===== src/rtl/op_selector_pipe.sv =====
// Two-operand source selector for a PE ALU. It waits for neighbour and bus data and holds the result in a one-entry output register.
// Define OPSEL_STALL_CNT_EN to build in the saturating WAIT-cycle counter; otherwise stall_cnt is tied to zero.
module op_selector_pipe #(
   parameter int LEN   = 16,
   parameter int CNT_W = 16
) (
   input  logic             clk,
   input  logic             reset,
   input  logic             in_valid,
   output logic             in_ready,
   input  logic [2:0]       sel_a,
   input  logic [2:0]       sel_b,
   input  logic [LEN-1:0]   weight,
   input  logic [LEN-1:0]   data,
   input  logic [LEN-1:0]   gradient,
   input  logic [LEN-1:0]   interim,
   input  logic [LEN-1:0]   meta,
   input  logic [LEN-1:0]   neigh,
   input  logic             neigh_valid,
   output logic             neigh_ack,
   input  logic [LEN-1:0]   bus,
   input  logic             bus_valid,
   output logic             bus_ack,
   output logic             out_valid,
   input  logic             out_ready,
   output logic [LEN-1:0]   out_a,
   output logic [LEN-1:0]   out_b,
   input  logic             stall_clr,
   output logic [CNT_W-1:0] stall_cnt
);
   typedef enum logic [0:0] {IDLE = 1'b0, WAIT = 1'b1} state_t;
   localparam logic [2:0] SEL_NEIGH = 3'd6;
   localparam logic [2:0] SEL_BUS   = 3'd7;

   state_t         state_r, state_nxt_s;
   logic [2:0]     sel_a_r, sel_b_r, cur_sel_a_s, cur_sel_b_s;
   logic [LEN-1:0] stage_a_r, stage_b_r, neigh_r, bus_r, out_a_r, out_b_r;
   logic [LEN-1:0] loc_a_s, loc_b_s, neigh_eff_s, bus_eff_s, op_a_s, op_b_s;
   logic           pend_n_r, pend_b_r, out_valid_r;
   logic           slot_free_s, in_ready_s, accept_s, want_n_s, want_b_s;
   logic           ack_n_s, ack_b_s, rem_n_s, rem_b_s, load_s;

   function automatic logic [LEN-1:0] pick_local(input logic [2:0] sel, input logic [LEN-1:0] w,
                                                 input logic [LEN-1:0] d, input logic [LEN-1:0] g,
                                                 input logic [LEN-1:0] i, input logic [LEN-1:0] m);
      case (sel)
         3'd1:    pick_local = w;
         3'd2:    pick_local = d;
         3'd3:    pick_local = g;
         3'd4:    pick_local = i;
         3'd5:    pick_local = m;
         default: pick_local = {LEN{1'b0}};
      endcase
   endfunction

   function automatic logic [LEN-1:0] resolve(input logic [2:0] sel, input logic [LEN-1:0] loc,
                                              input logic [LEN-1:0] nv, input logic [LEN-1:0] bv);
      case (sel)
         SEL_NEIGH: resolve = nv;
         SEL_BUS:   resolve = bv;
         default:   resolve = loc;
      endcase
   endfunction

   // Handshakes, capture decisions and next state; acceptance-cycle acks are qualified by the accept itself.
   always_comb begin
      slot_free_s = !out_valid_r || out_ready;
      in_ready_s  = (state_r == IDLE) && slot_free_s;
      accept_s    = in_valid && in_ready_s && !reset;
      if (state_r == IDLE) begin
         want_n_s    = accept_s && ((sel_a == SEL_NEIGH) || (sel_b == SEL_NEIGH));
         want_b_s    = accept_s && ((sel_a == SEL_BUS) || (sel_b == SEL_BUS));
         cur_sel_a_s = sel_a;
         cur_sel_b_s = sel_b;
         loc_a_s     = pick_local(sel_a, weight, data, gradient, interim, meta);
         loc_b_s     = pick_local(sel_b, weight, data, gradient, interim, meta);
      end else begin
         want_n_s    = pend_n_r;
         want_b_s    = pend_b_r;
         cur_sel_a_s = sel_a_r;
         cur_sel_b_s = sel_b_r;
         loc_a_s     = stage_a_r;
         loc_b_s     = stage_b_r;
      end
      ack_n_s     = want_n_s && neigh_valid && !reset;
      ack_b_s     = want_b_s && bus_valid && !reset;
      rem_n_s     = want_n_s && !neigh_valid;
      rem_b_s     = want_b_s && !bus_valid;
      neigh_eff_s = ack_n_s ? neigh : neigh_r;
      bus_eff_s   = ack_b_s ? bus : bus_r;
      op_a_s      = resolve(cur_sel_a_s, loc_a_s, neigh_eff_s, bus_eff_s);
      op_b_s      = resolve(cur_sel_b_s, loc_b_s, neigh_eff_s, bus_eff_s);
      load_s      = ((state_r == WAIT) || accept_s) && !rem_n_s && !rem_b_s && slot_free_s;
      case (state_r)
         IDLE: begin
            if (accept_s && !load_s) state_nxt_s = WAIT;
            else                     state_nxt_s = IDLE;
         end
         WAIT: begin
            if (load_s) state_nxt_s = IDLE;
            else        state_nxt_s = WAIT;
         end
         default: state_nxt_s = IDLE;
      endcase
   end

   // FSM, pending flags and staging registers.
   always_ff @(posedge clk or posedge reset) begin
      if (reset) begin
         state_r   <= IDLE;
         pend_n_r  <= 1'b0;
         pend_b_r  <= 1'b0;
         sel_a_r   <= 3'd0;
         sel_b_r   <= 3'd0;
         stage_a_r <= {LEN{1'b0}};
         stage_b_r <= {LEN{1'b0}};
         neigh_r   <= {LEN{1'b0}};
         bus_r     <= {LEN{1'b0}};
      end else begin
         state_r  <= state_nxt_s;
         pend_n_r <= rem_n_s;
         pend_b_r <= rem_b_s;
         if (accept_s) begin
            sel_a_r   <= sel_a;
            sel_b_r   <= sel_b;
            stage_a_r <= loc_a_s;
            stage_b_r <= loc_b_s;
         end
         if (ack_n_s) neigh_r <= neigh;
         if (ack_b_s) bus_r <= bus;
      end
   end

   // One-entry output register; a take and a load in the same cycle keeps it full.
   always_ff @(posedge clk or posedge reset) begin
      if (reset) begin
         out_valid_r <= 1'b0;
         out_a_r     <= {LEN{1'b0}};
         out_b_r     <= {LEN{1'b0}};
      end else if (load_s) begin
         out_valid_r <= 1'b1;
         out_a_r     <= op_a_s;
         out_b_r     <= op_b_s;
      end else if (out_ready) begin
         out_valid_r <= 1'b0;
      end
   end

   assign in_ready  = in_ready_s;
   assign neigh_ack = ack_n_s;
   assign bus_ack   = ack_b_s;
   assign out_valid = out_valid_r;
   assign out_a     = out_a_r;
   assign out_b     = out_b_r;

`ifdef OPSEL_STALL_CNT_EN
   logic [CNT_W-1:0] cnt_r;

   // Saturating count of WAIT cycles; clear wins over increment.
   always_ff @(posedge clk or posedge reset) begin
      if (reset)
         cnt_r <= {CNT_W{1'b0}};
      else if (stall_clr)
         cnt_r <= {CNT_W{1'b0}};
      else if ((state_r == WAIT) && (cnt_r != {CNT_W{1'b1}}))
         cnt_r <= cnt_r + {{(CNT_W-1){1'b0}}, 1'b1};
   end

   assign stall_cnt = cnt_r;
`else
   logic unused_clr_s;
   assign unused_clr_s = stall_clr;
   assign stall_cnt    = {CNT_W{1'b0}};
`endif
endmodule


===== config.mk =====
export PLATFORM = sky130hd
export DESIGN_NAME = op_selector_pipe
export DESIGN_NICKNAME = d
export VERILOG_FILES = /design/src/rtl/op_selector_pipe.sv
export SDC_FILE = /design/constraint.sdc
export NUM_CORES = 1
export LEC_CHECK = 0
export BUFFER_PORTS_ARGS = -buffer_cell sky130_fd_sc_hd__buf_2
export CAP_MARGIN = 20
export CORE_ASPECT_RATIO = 0.9
export CORE_MARGIN = 8
export CORE_UTILIZATION = 55
export DETAILED_ROUTE_END_ITERATION = 10
export PLACE_DENSITY = 0.88
export SYNTH_ARGS = -nofsm -noshare
export SYNTH_HDL_FRONTEND = slang
export SYNTH_SLANG_ARGS = --single-unit

===== constraint.sdc =====
create_clock -name clk -period 4.8 [get_ports clk]
set_clock_uncertainty 0.2 [all_clocks]
set_input_delay 0.24 -clock clk [delete_from_list [all_inputs] [get_ports clk]]
set_output_delay 0.24 -clock clk [all_outputs]
set_load 0.05 [all_outputs]

; Word-level counts from Yosys, hierarchy flattened
; Index checks and enable logic that the tools add are counted.
; Widths: inputs -> output; s select.
[totals]
memories = 0
latch_bits = 0
ram_bits = 0
reg_bits = 106
out_inout_bits = 52
elab_cells = 75
romBits = 0
[op_classes]
magnitude_cmp = 0
multipliers = 0
bitwise = 1
addsub = 0
reduce_logical = 27
n_eq_ne = 18
div = 0
n_shift = 0
n_mux = 17
[op_table]
columns = op, count
row1 = $pmux 16 s5, 2
row2 = $mux 16, 4
row3 = $pmux 16 s2, 2
row4 = $eq 3x3->1 const B, 12
row5 = $logic_and 1x1->1, 15
row6 = $eq 3x2->1 const B, 4
row7 = $logic_not 1->1, 7
row8 = $eq 3x1->1 const B, 2
row9 = $mux 1, 6
row10 = $mux 3, 2
row11 = $logic_or 1x1->1, 4
row12 = $pmux 1 s2, 1
row13 = $reduce_bool 2->1, 1
row14 = $not 1->1, 1

; Depth between registers and ports, before layout
[logic_depth]
ltp_word = 16
mapped_depth = 9
mapped_depth_nobuf = 6

; Worst setup path before layout
; Ideal clock, no wire load.
[synth_timing]
kind = input port to flip-flop
startpoint = input reset
endpoint = register bus_r[0]
path_buffers = 3
cell_stages = 8
required_time_ns = 4.464
slack_ns = 0.626
arrival_ns = 3.838
path_cell_list = inv_1 > and4_1 > clkbuf_1 > nor2_2 > inv_2 > buf_2 > buf_2 > o21ai_0
[synth_via]
elab_chain_len = 7
[synth_rtl]
columns = element, line
row1 = from (decl), 8  ; input logic reset,
row2 = $logic_not 1->1 (no line) (*), n/a
row3 = $logic_and 1x1->1, 69  ; accept_s = in_valid && in_ready_s && !reset;
row4 = $logic_and 1x1->1, 72  ; want_b_s = accept_s && ((sel_a == SEL_BUS) || (sel_b == SEL_BUS));
row5 = $mux 1, 70  ; if (state_r == IDLE) begin
row6 = $logic_and 1x1->1, 86  ; ack_b_s = want_b_s && bus_valid && !reset;
row7 = $logic_and 1x1->1 (*), 86
row8 = net bus_ack, 23  ; output logic bus_ack,
row9 = $mux 16 (*), n/a
row10 = net bus_eff_s[0], 38  ; logic [LEN-1:0] loc_a_s, loc_b_s, neigh_eff_s, bus_eff_s, op_a_s, op_b_s;
row11 = to (signal assigned), 118  ; bus_r <= {LEN{1'b0}};
row12 = to (signal assigned), 130  ; if (ack_b_s) bus_r <= bus;
row13 = to (decl), 37  ; logic [LEN-1:0] stage_a_r, stage_b_r, neigh_r, bus_r, out_a_r, out_b_r;
; Mark *: on every way through the listed nets, which the timed path passes. The rest lies on a longest branch.
; A chain may end at the register's enable or synchronous reset.

; Worst setup path after layout
[layout_timing]
startpoint = input reset
endpoint = output bus_ack
[layout_via]
elab_chain_len = 6
[layout_rtl]
columns = element, line
row1 = $logic_not 1->1 (no line) (*), n/a
row2 = $logic_and 1x1->1, 69
row3 = $logic_and 1x1->1, 72
row4 = $mux 1, 70
row5 = $logic_and 1x1->1, 86
row6 = $logic_and 1x1->1 (*), 86
row7 = to (decl), 23
; Every way passes the cells marked *; elsewhere a longest branch is shown, timed or not.

==> results by group <==
Status
  – Status: completed

GRT
  – Vias in the first global route: 7835
  – Largest net degree at the start of global routing: 60
  – GRT Overall Usage: 0.304
  – First-pass GRT wire length: 43100 µm
  – Initial antenna violation count: 0
  – Gr ovfl total: 0

Floorplanning
  – # rows: 40
  – Initial core utilization: 0.562
  – Die extent in y: 127 µm
  – Core outline area: 0.0134 mm²
  – Top Ports: 177
  – Die area: 0.0176 mm²
  – Width of the die: 139 µm

Clocking
  – Clk_lat worst skew: 0.36 ns
  – Clock sinks: 106
  – Clock buffer depth: 2
  – Clk root buf: clkbuf_16
  – Clk pin slew, worst setup/hold paths: 0.07 ns
  – Post-cts gate resize count: 0
  – Inserted Clock Buffers: 9
  – CTS tree: built
  – H-tree depth: 3

Worst setup path
  – Worst Path Required: 4.36 ns
  – Worst Path Max Fanout: 57
  – Reg2Reg Depth: 6
  – WP data arrival: 3.27 ns
  – RR Startpoint: state_r$_DFF_PP0_
  – Reg2reg end: out_b[12]$_DFFE_PP0P_
  – CP Capture Type: primary output
  – Critical path class: in2out
  – Flop-to-flop setup slack: 1.62 ns
  – Startpoint Class: input port

Cells and area
  – Commonest cells after routing, fill and taps aside: buf_2, nand2_1, dfrtp_1
  – Share of cells above drive strength 1: 0.233
  – Util after Layout: 0.664
  – Commonest non-fill, non-tap cell in the layout: buf_2
  – Area Overhead vs Synth: 18.2%
  – Final Net Count: 1157
  – Final-layout fill cell count: 1066
  – Non-Filler Instances: 1205
  – Diode count: 0

Power
  – Leakage: 0.00401 µW
  – Int Pwr: 2550 µW
  – Psw: 2440 µW
  – Combinational share of power: 0.519
  – Total power: 4990 µW
  – VDD IR max: 0.283 mV
  – Sequential share of power: 0.315
  – Switch share: 0.489
  – Pwr/cell area: 563 mW/mm²
  – Clock share of power: 0.167

Timing
  – Final hold slack: 0.0697 ns
  – Slew Viols, Final: 0
  – FMAX: 0.270 GHz
  – Max_slew headroom: 0.224
  – Period utilization: 0.772
  – Hold Violations, Final: 0
  – RSZ-0062 raised after global routing: no
  – Fin Setup TNS: 0 ns
  – Fin crit period: 3.71 ns
  – Slew at the pin with the worst max-slew slack: 1.16 ns
  – Final setup vio count: 0

Synth
  – Mux contribution to synthesized area: 0.0678
  – Most used DFF post-synth: dfrtp_1
  – Register bit total from synthesis: 106
  – Post-synth top area cell: dfrtp_1
  – Mapped Area: 0.00751 mm²
  – Asr flop ratio synth: 1.00
  – Largest family of logic cells by synthesized area: compound AO/OA/AOI/OAI gates
  – Top-area cell type share of the netlist area: 0.353
  – Post-Syn Instances: 903
  – Simple-Gate Fraction of Synth Area: 0.225
  – Synth Area in XOR/XNOR: 0
  – Synth area leaders: dfrtp_1, a31oi_1, nand2_1, nor4_1, mux2_2
  – Syn_area_per_cell: 8.31 µm²
  – Synth Area in Adders: 0
  – Post-synth EDFFs: 0
  – Synth cell types: 58
  – Seq/Total Area, Yosys: 0.353
  – Ys Warns: 0
  – Compound-Gate Fraction of Synth Area: 0.259

Place
  – GPL Wtd Cong: 0.977
  – Dpl cells: 1156
  – Port Buffer Count: 159
  – Detailed Place HPWL: 19200 µm

Hold path
  – Hold path cells: 3
  – WHS Endpoint: neigh_r[4]$_DFF_PP0_
  – Hold Startpoint: neigh[4]
  – Worst min-delay path class: in2reg

Detailed routing
  – Number of DRC markers in iteration 0: 1746
  – Met2 routed WL: 12100 µm
  – Top sig layer: met4
  – Met3 WL: 3690 µm
  – Drt pass-1 iters: 8
  – M1 WL: 10500 µm
  – Antenna viol nets, final: 0
  – DRT Wirelength: 27900 µm
  – Vias: 8488
  – Routed vias/inst: 7.04
  – Remaining routing DRC violations: 0
  – WL per Instance: 23.1 µm

Flow run
  – Max-Cap Viols: 0
-- state kept, by name, summed over array words and instances, names as in the netlist --
| register | count |
|---|---|
| sel_b_r | 3 |
| state_r | 1 |
| sel_a_r | 3 |
| neigh_r | 16 |
| pend_b_r | 1 |
| out_b | 16 |
| bus_r | 16 |
| stage_b_r | 16 |
| pend_n_r | 1 |
| out_a | 16 |
| out_valid | 1 |
| stage_a_r | 16 |
-- synthesized netlist by cell type, types with 2 or more instances --
| library cell | number |
|---|---|
| a311oi_1 | 13 |
| clkbuf_1 | 57 |
| buf_1 | 2 |
| nand3_1 | 2 |
| o41ai_1 | 12 |
| a31oi_1 | 92 |
| nand3b_1 | 4 |
| and4b_1 | 8 |
| o21a_1 | 2 |
| o21ai_0 | 39 |
| nand2b_1 | 3 |
| or3_1 | 2 |
| mux2_2 | 31 |
| a41oi_1 | 3 |
| nor4b_1 | 5 |
| buf_4 | 21 |
| a2111oi_4 | 2 |
| and2_1 | 2 |
| buf_2 | 29 |
| nor2_2 | 2 |
| nand2_1 | 153 |
| inv_1 | 43 |
| or2_2 | 3 |
| nor2_1 | 37 |
| a32oi_1 | 3 |
| nor3b_1 | 4 |
| o211a_1 | 4 |
| o221ai_1 | 9 |
| and3_1 | 5 |
| o21ai_1 | 2 |
| a22oi_1 | 14 |
| nor2b_1 | 6 |
| o211ai_1 | 16 |
| and3b_1 | 14 |
| a221oi_1 | 29 |
| nor4bb_1 | 8 |
| a2111oi_0 | 12 |
| o32ai_1 | 2 |
| a21oi_1 | 6 |
| dfrtp_1 | 106 |
| nor4_1 | 64 |
| mux2i_1 | 16 |
-- final cells by class --
type                    instances  area (µm²)  share of cell area
flip-flops and latches        106        2650               0.299
multi-input cells             657        4210               0.475
clock buffers                   9         225              0.0254
inverters                      45         171              0.0193
repair buffers                213        1290               0.145
clock inverters                 7         113              0.0127
well taps                     168         210              0.0237
-- logic make-up (layout without fill, tap and decap cells) --
kind of cell,after synthesis,count (layout)
buffers and inverters,155,274
AND/OR/NAND/NOR,326,326
AO/OA/AOI/OAI,268,268
flip-flops,106,106
multiplexers,47,47
other,1,16
-- power groups by stage --
stage               registers (µW)  clock network (µW)  logic (µW)
floorplan                     2010                   0        1340
global placement              1550                   0        2410
detailed placement            1570                   0        2470
CTS                           1560                 836        2500
global route                  1610                 867        2750
finish                        1570                 832        2590
-- per-layer routing --
layer	track usage	vias up
li1	-	3654
met5	0	-
met3	0.0836	147
met4	0.161	0
met1	0.394	3933
met2	0.454	754
-- critical path, stage by stage --
cell and delay, ns:
dlygate4sd3_1 0.54, buf_2 0.18, inv_4 0.46, and4_1 0.27, buf_4 0.33, nor2_2 0.17, inv_2 0.64, buf_2 0.40
-- worst max-delay path by stage --
stage / slack, ns / cells after the start / to / from
finish: 1.09 / 8 / bus_ack / reset
global placement: 1.47 / 8 / out_b[6]$_DFFE_PP0P_ / sel_b[2]
CTS: 1.13 / 8 / bus_ack / reset
detailed placement: 1.39 / 8 / out_b[6]$_DFFE_PP0P_ / sel_b[2]
global route: 0.86 / 8 / bus_ack / reset
floorplan: 0.63 / 8 / bus_r[0]$_DFF_PP0_ / reset
-- per-stage QoR --
stage / setup WS (ns) / cell area, µm²
finish: 1.09 / 8870
global route: 0.858 / 8870
CTS: 1.13 / 8860
detailed placement: 1.39 / 8200
global placement: 1.47 / 8200
floorplan: 0.626 / 7560
-- repair_timing --
action / in CTS / in global routing
hold buffers: 32 / 0
buffers inserted: 0 / 0
endpoints found under the hold margin: 78 / 0
Note: power is estimated with default switching activity, not from simulation.
